## config.mk

```make
export PLATFORM = sky130hd
export DESIGN_NAME = axis_packet_arbiter
export DESIGN_NICKNAME = d
export VERILOG_FILES = /design/src/rtl/axis_packet_arbiter.sv
export SDC_FILE = /design/constraint.sdc
export NUM_CORES = 1
export LEC_CHECK = 0
export ABC_CLOCK_PERIOD_IN_PS = 4300
export CORE_AREA = 2 2 85 87
export DETAILED_ROUTE_END_ITERATION = 10
export DIE_AREA = 0 0 87 89
export DONT_BUFFER_PORTS = 1
export HOLD_SLACK_MARGIN = 0.08
export PLACE_DENSITY = 0.6
export SETUP_SLACK_MARGIN = 0.1
export SLEW_MARGIN = 40
export SYNTH_ARGS = -nofsm -noshare
export SYNTH_HDL_FRONTEND = slang
export SYNTH_SLANG_ARGS = --single-unit
```

## constraint.sdc

```tcl
create_clock -name clk -period 4.3 [get_ports clk]
set_input_delay 0.43 -clock clk [delete_from_list [all_inputs] [get_ports clk]]
set_output_delay 0.43 -clock clk [all_outputs]
set_load 0.1 [all_outputs]
```

## src/rtl/axis_packet_arbiter.sv

```systemverilog
// Packet-level round-robin arbiter: grants one AXI-Stream input per packet,
// holds the grant through TLAST and muxes the granted stream onto the output.
module axis_packet_arbiter #(
  parameter int unsigned DATA_WIDTH         = 32,
  parameter int unsigned USER_WIDTH         = 1,
  parameter int unsigned INPUT_NUMBER       = 5,
  parameter int unsigned INPUT_NUMBER_WIDTH = $clog2(INPUT_NUMBER)
) (
  input  logic                                   clk,
  input  logic                                   rst_n,
  input  logic [INPUT_NUMBER-1:0]                i_tvalid,
  output logic [INPUT_NUMBER-1:0]                o_tready,
  input  logic [INPUT_NUMBER-1:0][DATA_WIDTH-1:0] i_tdata,
  input  logic [INPUT_NUMBER-1:0][USER_WIDTH-1:0] i_tuser,
  input  logic [INPUT_NUMBER-1:0]                i_tlast,
  output logic                                   o_tvalid,
  input  logic                                   i_tready,
  output logic [DATA_WIDTH-1:0]                  o_tdata,
  output logic [USER_WIDTH-1:0]                  o_tuser,
  output logic                                   o_tlast,
  output logic [INPUT_NUMBER_WIDTH-1:0]          o_current_grant,
  output logic                                   o_grant_valid
);

  localparam int unsigned W = INPUT_NUMBER_WIDTH;

  typedef enum logic {
    IDLE = 1'b0,
    BUSY = 1'b1
  } state_t;

  state_t         r_state;
  logic [W-1:0]   r_rr_ptr;
  logic [W-1:0]   r_grant;

  logic           w_any;
  logic [W-1:0]   w_sel;
  logic [W-1:0]   w_idx;
  logic [W:0]     w_sum;
  logic [W-1:0]   w_next_ptr;
  logic           w_last_hs;

  // Round-robin search: first requester at or after r_rr_ptr, modulo INPUT_NUMBER
  always_comb begin
    w_any = 1'b0;
    w_sel = r_rr_ptr;
    w_idx = '0;
    w_sum = '0;
    for (int unsigned k = 0; k < INPUT_NUMBER; k++) begin
      w_sum = {1'b0, r_rr_ptr} + (W+1)'(k);
      if (w_sum >= (W+1)'(INPUT_NUMBER)) begin
        w_sum = w_sum - (W+1)'(INPUT_NUMBER);
      end
      w_idx = w_sum[W-1:0];
      if (!w_any && i_tvalid[w_idx]) begin
        w_any = 1'b1;
        w_sel = w_idx;
      end
    end
  end

  // Packet end detection and next search start (wraps after the last input)
  always_comb begin
    w_last_hs  = (r_state == BUSY) && i_tvalid[r_grant] && i_tready && i_tlast[r_grant];
    w_next_ptr = (r_grant == W'(INPUT_NUMBER - 1)) ? '0 : r_grant + 1'b1;
  end

  // Arbitration FSM: grant in IDLE, release on the TLAST handshake
  always_ff @(posedge clk or negedge rst_n) begin
    if (!rst_n) begin
      r_state  <= IDLE;
      r_rr_ptr <= '0;
      r_grant  <= '0;
    end else begin
      case (r_state)
        IDLE: begin
          if (w_any) begin
            r_grant <= w_sel;
            r_state <= BUSY;
          end
        end
        BUSY: begin
          if (w_last_hs) begin
            r_rr_ptr <= w_next_ptr;
            r_state  <= IDLE;
          end
        end
        default: r_state <= IDLE;
      endcase
    end
  end

  // Combinational pass-through of the granted stream; everything zero in IDLE
  always_comb begin
    o_tvalid = 1'b0;
    o_tdata  = '0;
    o_tuser  = '0;
    o_tlast  = 1'b0;
    o_tready = '0;
    if (r_state == BUSY) begin
      o_tvalid          = i_tvalid[r_grant];
      o_tdata           = i_tdata[r_grant];
      o_tuser           = i_tuser[r_grant];
      o_tlast           = i_tlast[r_grant];
      o_tready[r_grant] = i_tready;
    end
  end

  assign o_current_grant = r_grant;
  assign o_grant_valid   = (r_state == BUSY);

endmodule

```

==> qor.yml <==
detailed_routing:
  dr.first_iter.drc_count: 135
  wire_per_inst_um: 23.9
  vias: 3200
  via_per_inst: 6.63
  wirelength_um: 11500
  firstDrtPassIters: 5
  drc: 0
  ant_nets: 0
cts:
  clock_latency_ns: 0.23
  cts_inserted_buffers: 3
  cts_tree: "built"
  cts_htree_levels: 1
  clkTransAtPathRegs_ns: 0.04
  clock_path_buffers: 2
  cts_sinks: 7
  cts_root_buf: "clkbuf_8"
synth:
  synth_edf_count: 0
  post-synth-top-area-fraction_pct: 11.7
  synth_ff_type: "dfrtp_1"
  syn-cell-area_um2: 2910
  ys_warn_count: 0
  synth_top_area_cell: "mux2i_1"
  synth_seq_cells: 7
  yosys-top-cells-area: "mux2i_1 12%, mux4_2 10%, a22oi_1 9.0%"
  synth_fp_nets: 567
  ys_seq_area_share_pct: 6.02
  synth_cell_types: 69
  async_reset_ff_share_pct: 100
  syn_avg_cell_area_um2: 7.70
  postSynthCellCount: 378
placed_design:
  dp_cells: 478
  place.port_buffers: 0
  gpl.final_weighted_congestion: 0.906
  dp_slack_ns: 1.20
  place_hpwl_um: 9440
floorplan:
  ioPinCount: 222
  die_y_um: 89
  initial_core_util_pct: 43.3
  dieArea_um2: 7740
  rows: 30
  coreArea_um2: 6720
  die_w_um: 87
cells_and_area:
  nNetsFinal: 593
  area_growth_pct: 17.8
  antenna_cells: 0
  drive_gt1_share_pct: 32.3
  stdcell_count: 483
global_route:
  grt_antenna_before_repair: 0
  grt_pass1_vias: 2920
  grt.overflow.total: 0
  grt_usage_pct: 26.5
  grt_pass1_wl_um: 15900
  grt_max_degree: 42
sta:
  tightest_slew_ns: 0.745
  setup_violations: 0
  fin_ws_ns: 1.01
  finClkSkew_ns: 0.000676
  drv_slew: 0
  finalCritPeriodShare_pct: 76.6
  hold_viol_final: 0
  period_needed_ns: 3.29
  finalSetupTns_ns: 0
  fmax_ghz: 0.304
  slew_headroom_pct: 50.1
  rsz0062_at_grt: "false"
setup_path:
  crit_path_end_kind: "output pin"
  critPathLaunchType: "register"
  cp_max_fo: 18
  crit_required_ns: 3.87
  critical_path_class: "register to output pin"
  regToRegSetupSlack_ns: 1.18
  cp.arrival_ns: 2.86
status:
  status: "completed"
worst_hold_path:
  holdCritPathClass: "input pin to async pin"
flow_run:
  cap_violations: 0
## final timing paths
check | from | to | cells after the start
worst max-delay path | o_current_grant[2] | o_tdata[28] | 7
worst min-delay path | rst_n | r_rr_ptr[0] | 1
worst max register to register | r_rr_ptr[2] | o_current_grant[1] | 10
worst min register to register | r_rr_ptr[1] | r_rr_ptr[1] | 2
max in group asynchronous | rst_n | o_current_grant[0] | 1
min in group clk | r_rr_ptr[1] | r_rr_ptr[1] | 2
## logic make-up after synthesis
group           after synthesis  share of synthesized area, %
compound gates              139                          33.5
xor+xnor                      4                          1.46
fa+ha+maj                    11                          4.99
buf+inv                      45                          8.30
flops                         7                          6.02
mux                          51                          23.5
simple gates                121                          22.2
## cell type report
cell class	count	area, um^2
Multi-Input combinational cell	326	2640
Sequential cell	7	181
Fill cell	648	3290
Inverter	15	56.3
Clock buffer	4	45.0
Timing Repair Buffer	51	403
Tap cell	80	100
## state kept, by name (all words and copies together) (netlist names)
register,cells
o_grant_valid,1
o_current_grant,3
r_rr_ptr,3
## cell usage in the layout, fill, tap and decap left out, types with 3 or more instances in the layout
master,instances
nor2b_1,4
a22oi_1,35
dfrtp_1,4
nor3_1,7
clkbuf_8,3
o21ai_0,19
nand2b_1,4
ha_1,10
inv_1,13
and2_1,10
nor3_4,3
xnor2_1,3
a211oi_1,4
o211ai_1,5
nand2_1,13
nor2_1,44
buf_4,49
o22ai_1,5
nor2b_2,13
a21oi_1,31
mux2i_1,34
a21oi_2,4
a21boi_2,13
mux4_2,13
## synth_stat cells, types with 2 or more instances
library cell   n
nor2_1        44
a22oi_1       35
mux2i_1       34
a21oi_1       31
o21ai_0       19
nor2b_1       17
clkbuf_1      15
a21boi_0      14
inv_1         13
mux4_2        13
nand2_1       13
nor3_1        11
and2_1        10
ha_1          10
buf_2          7
dfrtp_1        7
buf_6          5
o211ai_1       5
o22ai_1        5
a211oi_1       4
a21oi_2        4
nand2b_1       4
nor4_1         4
xnor2_1        3
a21o_1         2
a221o_1        2
inv_2          2
nand3_1        2
o221ai_1       2
o31ai_2        2
## layer usage
metal	vias to the layer above	GRT usage (%)	part of all wire, %
li1	1480	-	-
met1	1529	34.2	39
met2	181	42.5	47
met3	10	10.7	13
met4	0	3.98	0.81
met5	-	0	0
## worst max-delay path, cell delays in order, from the launching register on
cell     delay, ns
dfrtp_1       0.31
buf_4         0.40
inv_2         0.27
nor3_4        0.70
buf_4         0.31
a22oi_1       0.11
nor2b_2       0.20
buf_4         0.32
## metrics by stage
step	utilization [%]	hold WS (ns)	cell area (um^2)
after global placement	50.1	0.135	3370
final	51.0	0.551	3430
after global routing	51.0	0.569	3430
after detailed placement	50.2	0.135	3370
after CTS	51.0	0.555	3430
after floorplan	-	0.134	2930
## what timing repair did
item,CTS,global route
resized for setup,0,0
hold buffers,1,0
setup endpoints to repair,0,0
hold endpoints to repair,7,0
buffers inserted,0,0
Power is left out: the tool's default activity adds up to more than one toggle a clock period on the data nets, which glitch-free logic cannot reach.
